**src/rtl/fetch_step_if.sv**
```systemverilog
// fetch_step_if: switch/button inputs, PC compare and fetch outputs of the fetch step controller.
interface fetch_step_if #(
  parameter int CNT_W = 16
);
  logic             RunSw;
  logic             StepBtn;
  logic             BreakEn;
  logic [31:0]      BreakPC;
  logic [31:0]      PCResult;
  logic             FetchEn;
  logic             Halted;
  logic [1:0]       State;
  logic [CNT_W-1:0] StepCount;
  modport master (
    output RunSw, StepBtn, BreakEn, BreakPC, PCResult,
    input  FetchEn, Halted, State, StepCount
  );
  modport slave (
    input  RunSw, StepBtn, BreakEn, BreakPC, PCResult,
    output FetchEn, Halted, State, StepCount
  );
endinterface

```
**src/rtl/fetch_step_controller.sv**
```systemverilog
// fetch_step_controller: RUN / single-STEP / HALT sequencer with PC breakpoint driving a 1-cycle fetch enable.
module fetch_step_controller #(
  parameter int DEBOUNCE_CYCLES = 1000000,
  parameter int RUN_DIV         = 100000000,
  parameter int CNT_W           = 16
) (
  input logic        Clk,
  input logic        Reset,
  fetch_step_if.slave bus
);
  localparam int DW = $clog2(DEBOUNCE_CYCLES + 1);
  localparam int VW = $clog2(RUN_DIV);
  localparam logic [1:0] HALT = 2'd0;
  localparam logic [1:0] STEP = 2'd1;
  localparam logic [1:0] RUN  = 2'd2;
  localparam logic [1:0] BRK  = 2'd3;
  logic [1:0]       run_sync_q, run_sync_d;
  logic [1:0]       btn_sync_q, btn_sync_d;
  logic [DW-1:0]    deb_cnt_q, deb_cnt_d;
  logic             deb_q, deb_d;
  logic             deb_prev_q, deb_prev_d;
  logic [VW-1:0]    div_q, div_d;
  logic [1:0]       state_q, state_d;
  logic [CNT_W-1:0] step_cnt_q, step_cnt_d;
  logic             run_s, btn_s, deb_done, step_req, brk_hit, div_last, fetch_en;
  always_comb begin
    run_s      = run_sync_q[1];
    btn_s      = btn_sync_q[1];
    run_sync_d = {run_sync_q[0], bus.RunSw};
    btn_sync_d = {btn_sync_q[0], bus.StepBtn};
    deb_done   = deb_cnt_q == DW'(DEBOUNCE_CYCLES - 1);
    deb_cnt_d  = (btn_s == deb_q || deb_done) ? '0 : deb_cnt_q + 1'b1;
    deb_d      = (btn_s != deb_q && deb_done) ? btn_s : deb_q;
    deb_prev_d = deb_q;
    step_req   = deb_q && !deb_prev_q;
    brk_hit    = bus.BreakEn && bus.PCResult == bus.BreakPC;
    div_last   = div_q == VW'(RUN_DIV - 1);
    // the pulse is a pure function of registered state so it can never glitch or double up
    fetch_en   = state_q == STEP || (state_q == RUN && div_last);
    step_cnt_d = step_cnt_q + CNT_W'(fetch_en);
    state_d    = state_q;
    div_d      = '0;
    case (state_q)
      HALT: state_d = run_s ? RUN : step_req ? STEP : HALT;
      STEP: state_d = HALT;
      RUN: begin
        state_d = !run_s ? HALT : brk_hit ? BRK : RUN;
        div_d   = (run_s && !brk_hit && !div_last) ? div_q + 1'b1 : '0;
      end
      default: state_d = !run_s ? HALT : step_req ? STEP : BRK;
    endcase
  end
  always_ff @(posedge Clk) begin
    if (Reset) begin
      run_sync_q <= '0;
      btn_sync_q <= '0;
      deb_cnt_q  <= '0;
      deb_q      <= 1'b0;
      deb_prev_q <= 1'b0;
      div_q      <= '0;
      state_q    <= HALT;
      step_cnt_q <= '0;
    end else begin
      run_sync_q <= run_sync_d;
      btn_sync_q <= btn_sync_d;
      deb_cnt_q  <= deb_cnt_d;
      deb_q      <= deb_d;
      deb_prev_q <= deb_prev_d;
      div_q      <= div_d;
      state_q    <= state_d;
      step_cnt_q <= step_cnt_d;
    end
  end
  assign bus.FetchEn   = fetch_en;
  assign bus.Halted    = state_q != RUN;
  assign bus.State     = state_q;
  assign bus.StepCount = step_cnt_q;
endmodule
```
**src/flat_wrapper.sv**
```systemverilog
// flat-port wrapper written by rule: the top's interface ports become plain ports
module fetch_step_controller_flat 
#(
  parameter int DEBOUNCE_CYCLES = 1000000,
  parameter int RUN_DIV         = 100000000,
  parameter int CNT_W           = 16
)
  (Clk, Reset, bus_RunSw, bus_StepBtn, bus_BreakEn, bus_BreakPC, bus_PCResult, bus_FetchEn, bus_Halted, bus_State, bus_StepCount);
  fetch_step_if #(.CNT_W(CNT_W)) bus_i ();
  input logic Clk;
  input logic Reset;
  input wire logic [$bits(bus_i.RunSw)-1:0] bus_RunSw;
  input wire logic [$bits(bus_i.StepBtn)-1:0] bus_StepBtn;
  input wire logic [$bits(bus_i.BreakEn)-1:0] bus_BreakEn;
  input wire logic [$bits(bus_i.BreakPC)-1:0] bus_BreakPC;
  input wire logic [$bits(bus_i.PCResult)-1:0] bus_PCResult;
  output wire logic [$bits(bus_i.FetchEn)-1:0] bus_FetchEn;
  output wire logic [$bits(bus_i.Halted)-1:0] bus_Halted;
  output wire logic [$bits(bus_i.State)-1:0] bus_State;
  output wire logic [$bits(bus_i.StepCount)-1:0] bus_StepCount;
  assign bus_i.RunSw = bus_RunSw;
  assign bus_i.StepBtn = bus_StepBtn;
  assign bus_i.BreakEn = bus_BreakEn;
  assign bus_i.BreakPC = bus_BreakPC;
  assign bus_i.PCResult = bus_PCResult;
  assign bus_FetchEn = bus_i.FetchEn;
  assign bus_Halted = bus_i.Halted;
  assign bus_State = bus_i.State;
  assign bus_StepCount = bus_i.StepCount;
  fetch_step_controller #(.DEBOUNCE_CYCLES(DEBOUNCE_CYCLES), .RUN_DIV(RUN_DIV), .CNT_W(CNT_W)) u_core (.Clk(Clk), .Reset(Reset), .bus(bus_i));
endmodule
```
**config.mk**
```make
export PLATFORM = sky130hd
export DESIGN_NAME = fetch_step_controller_flat
export DESIGN_NICKNAME = d
export VERILOG_FILES = /design/src/rtl/fetch_step_if.sv /design/src/rtl/fetch_step_controller.sv /design/src/flat_wrapper.sv
export SDC_FILE = /design/constraint.sdc
export NUM_CORES = 1
export LEC_CHECK = 0
export BUFFER_PORTS_ARGS = -buffer_cell sky130_fd_sc_hd__buf_2
export CORE_MARGIN = 2
export CORE_UTILIZATION = 55
export DETAILED_ROUTE_END_ITERATION = 10
export GPL_TIMING_DRIVEN = 0
export PLACE_DENSITY = 0.81
export REMOVE_ABC_BUFFERS = 1
export SYNTH_ARGS = -nofsm -noshare
export SYNTH_HDL_FRONTEND = slang
export SYNTH_SLANG_ARGS = --single-unit
export TNS_END_PERCENT = 20
```
**constraint.sdc**
```tcl
create_clock -name Clk -period 5.1 [get_ports Clk]
set_clock_uncertainty 0.05 [all_clocks]
set_input_delay 0.765 -clock Clk [delete_from_list [all_inputs] [get_ports Clk]]
set_output_delay 0.765 -clock Clk [all_outputs]
set_load 0.005 [all_outputs]
```
==> summary.txt <==
Status -> finished clean
Commonest non-fill, non-tap cell in the layout -> buf_2
Mean post-synth cell area -> 8.95 µm²
Max-slew headroom -> 21.4%
Nets -> 557
Layout Cells excl Fill -> 565
Routability cong. -> 0.887
Post-synth EDFFs -> 0
First-pass GRT wire length -> 12.5 mm
Placed cell count -> 550
Delay-heaviest family, CP -> simple AND/OR/NAND/NOR gates
Std-Cell Core Area -> 6310 µm²
Post-route cell area -> 4240 µm²
Ys async rst share -> 0%
CTS tree -> done
Mapped Area -> 3570 µm²
Yosys warning count -> 0
Worst setup SP type -> flop
Worst path cell trace -> ha_1, nand3_2, or3_1, or4_1, o21ai_1, ha_1, ha_1, nand2_1, nor2_1, and3_1, xnor2_1, nor2_1
Fin Setup TNS -> 0 ns
Die area -> 7150 µm²
Post-CTS setup buffers -> 0
Reg clk slew, reported paths -> 0.07 ns
Max Cap Viol -> 0
CTS root buf -> clkbuf_8
Vias -> 2974
Synth top area share -> 39.8%
Slew @ Worst Pin -> 1.18 ns
Starting DRT DRC Count -> 123
Die Ht -> 84.6 µm
Post-route ant nets -> 0
Starting Density -> 56.5%
Cells after Synth -> 399
Most frequent cell on the critical path -> ha_1
Antenna diode count -> 0
I/O Pins -> 89
# DRC -> 0
CP required -> 5.28 ns
Most common flop cell mapped by yosys -> dfxtp_1
P_leak -> 1.52 nW
Fmax -> 0.282 GHz
Pre-CTS setup slack -> 1.55 ns
Total GRT Usage -> 21.3%
Worst-Skew Late Latency -> 0.35 ns
Synth-to-layout area growth -> 18.6%
Final Cycle Share -> 69.5%
Hold_ws -> 0.392 ns
Yosys reg bits -> 71
Detailed placement HPWL -> 5.47 mm
Cell taking the most area after synthesis -> dfxtp_1
Area after DPL -> 4020 µm²
Hold WC Path Type -> flop to flop
Power Total -> 1.11 mW
Crit path DAT -> 3.72 ns
Maximum fanout along the worst path -> 10
Total clock sinks -> 71
Initial antenna violation count -> 0
Total grt overflow -> 0
Vias in the first global route -> 2932
Port Buffers -> 88
RSZ-0062 raised after global routing -> false
Final worst path period need -> 3.54 ns
Pins Over Slew Limit -> 0
Max Buffers Root-to-Sink -> 2
Hold Vio Cnt, Final -> 0
Final wirelength -> 7.38 mm
Synth cell types -> 38
First-pass DRT Iterations -> 4
Die Wd -> 84.6 µm
# hold bufs at CTS -> 0
Power density cells -> 262 nW/µm²
Vias per cell -> 5.26
Crit end category -> flop
Cts bufs inserted -> 9
Worst Path Buf+Inv -> 0
Worst IR Drop VDD -> 202 µV
CTS H-tree lvls -> 3
Post-CTS Resized -> 0
Setup CP Type -> flop to flop
Register area share after synthesis -> 39.8%
Most frequent cells in the layout -> buf_2 (88), dfxtp_1 (71), nor2_1 (54), xnor2_1 (54), xor2_1 (34)
Final setup vio count -> 0
Setup WS post-layout -> 1.56 ns
Wirelength per Cell -> 13.1 µm
Synth area leaders -> dfxtp_1 (40%), xnor2_1 (13%), xor2_1 (8.3%), nor2_1 (5.7%), nand3_1 (3.8%)
Critical path's slowest cell -> or4_1
CP peak stage delay -> 0.78 ns
Share of cells above drive strength 1 -> 25.2%
Pin count of the biggest net entering global routing -> 28
# rows -> 29
Final core occ -> 67.1%
## logic make-up after synthesis
| kind of cell | count (synthesis) | share of synthesized area [%] |
|---|---|---|
| AOI/OAI and AO/OA | 8 | 1.33 |
| xor gates and xnor gates | 88 | 21.6 |
| buffers and inverters | 28 | 3.82 |
| muxes | 1 | 0.280 |
| DFF | 71 | 39.8 |
| adders and majority gates | 4 | 1.40 |
| and+or+nand+nor | 199 | 31.8 |
## cell usage after synthesis (3+ instances only)
cell and n:
dfxtp_1 71, nor2_1 54, xnor2_1 54, xor2_1 34
nand3_1 27, nand2_1 21, nor4_1 17, inv_1 14
nor3_2 13, nor3_1 11, nand4_1 10, nor2b_1 7
buf_2 6, or3_1 6, and3_1 5, and4_1 5
clkbuf_1 5, or4_1 5, ha_1 4, nand2b_1 4
a21oi_1 3, nand3_2 3
## routing by layer
metal	vias up	wire (µm)	part of all wire, %	GRT usage [%]
met5	-	0	0	0
met4	0	166	2.3	8.95
met3	16	381	5.2	4.72
met2	84	3730	51	37.8
met1	1358	3100	42	24.6
li1	1516	-	-	-
## cell type report
class,instances,area [µm²]
Timing Repair Buffer,88,440
Clock inverter,3,67.6
Clock buffer,12,145
Fill cell,514,2080
Multi-Input combinational cell,300,2010
Tap cell,77,96.3
Inverter,14,52.6
Sequential cell,71,1420
## state kept, by name, summed over array words and instances (netlist names)
name	cells
u_core.div_q	27
u_core.deb_cnt_q	20
u_core.bus.StepCount	16
u_core.btn_sync_q	2
u_core.bus.State	2
u_core.run_sync_q	2
u_core.deb_prev_d	1
u_core.deb_prev_q	1
## final timing paths
path | startpoint | to | slack, ns | depth (start not counted)
setup / recovery | u_core.div_q[0] | u_core.bus.StepCount[8] | 1.56 | 12
hold / removal | u_core.btn_sync_q[0] | u_core.btn_sync_q[1] | 0.39 | 1
setup reg to reg | u_core.div_q[0] | u_core.bus.StepCount[8] | 1.56 | 12
hold reg to reg | u_core.btn_sync_q[0] | u_core.btn_sync_q[1] | 0.39 | 1
## power by group
| group | total, mW | switching [mW] | leakage (nW) | internal [mW] |
|---|---|---|---|---|
| clock network | 0.488 | 0.202 | 0.103 | 0.287 |
| registers | 0.557 | 0.00128 | 0.573 | 0.556 |
| logic | 0.0627 | 0.0272 | 0.848 | 0.0356 |
| total | 1.11 | 0.230 | 1.52 | 0.878 |
(Power assumes the default switching activity.)
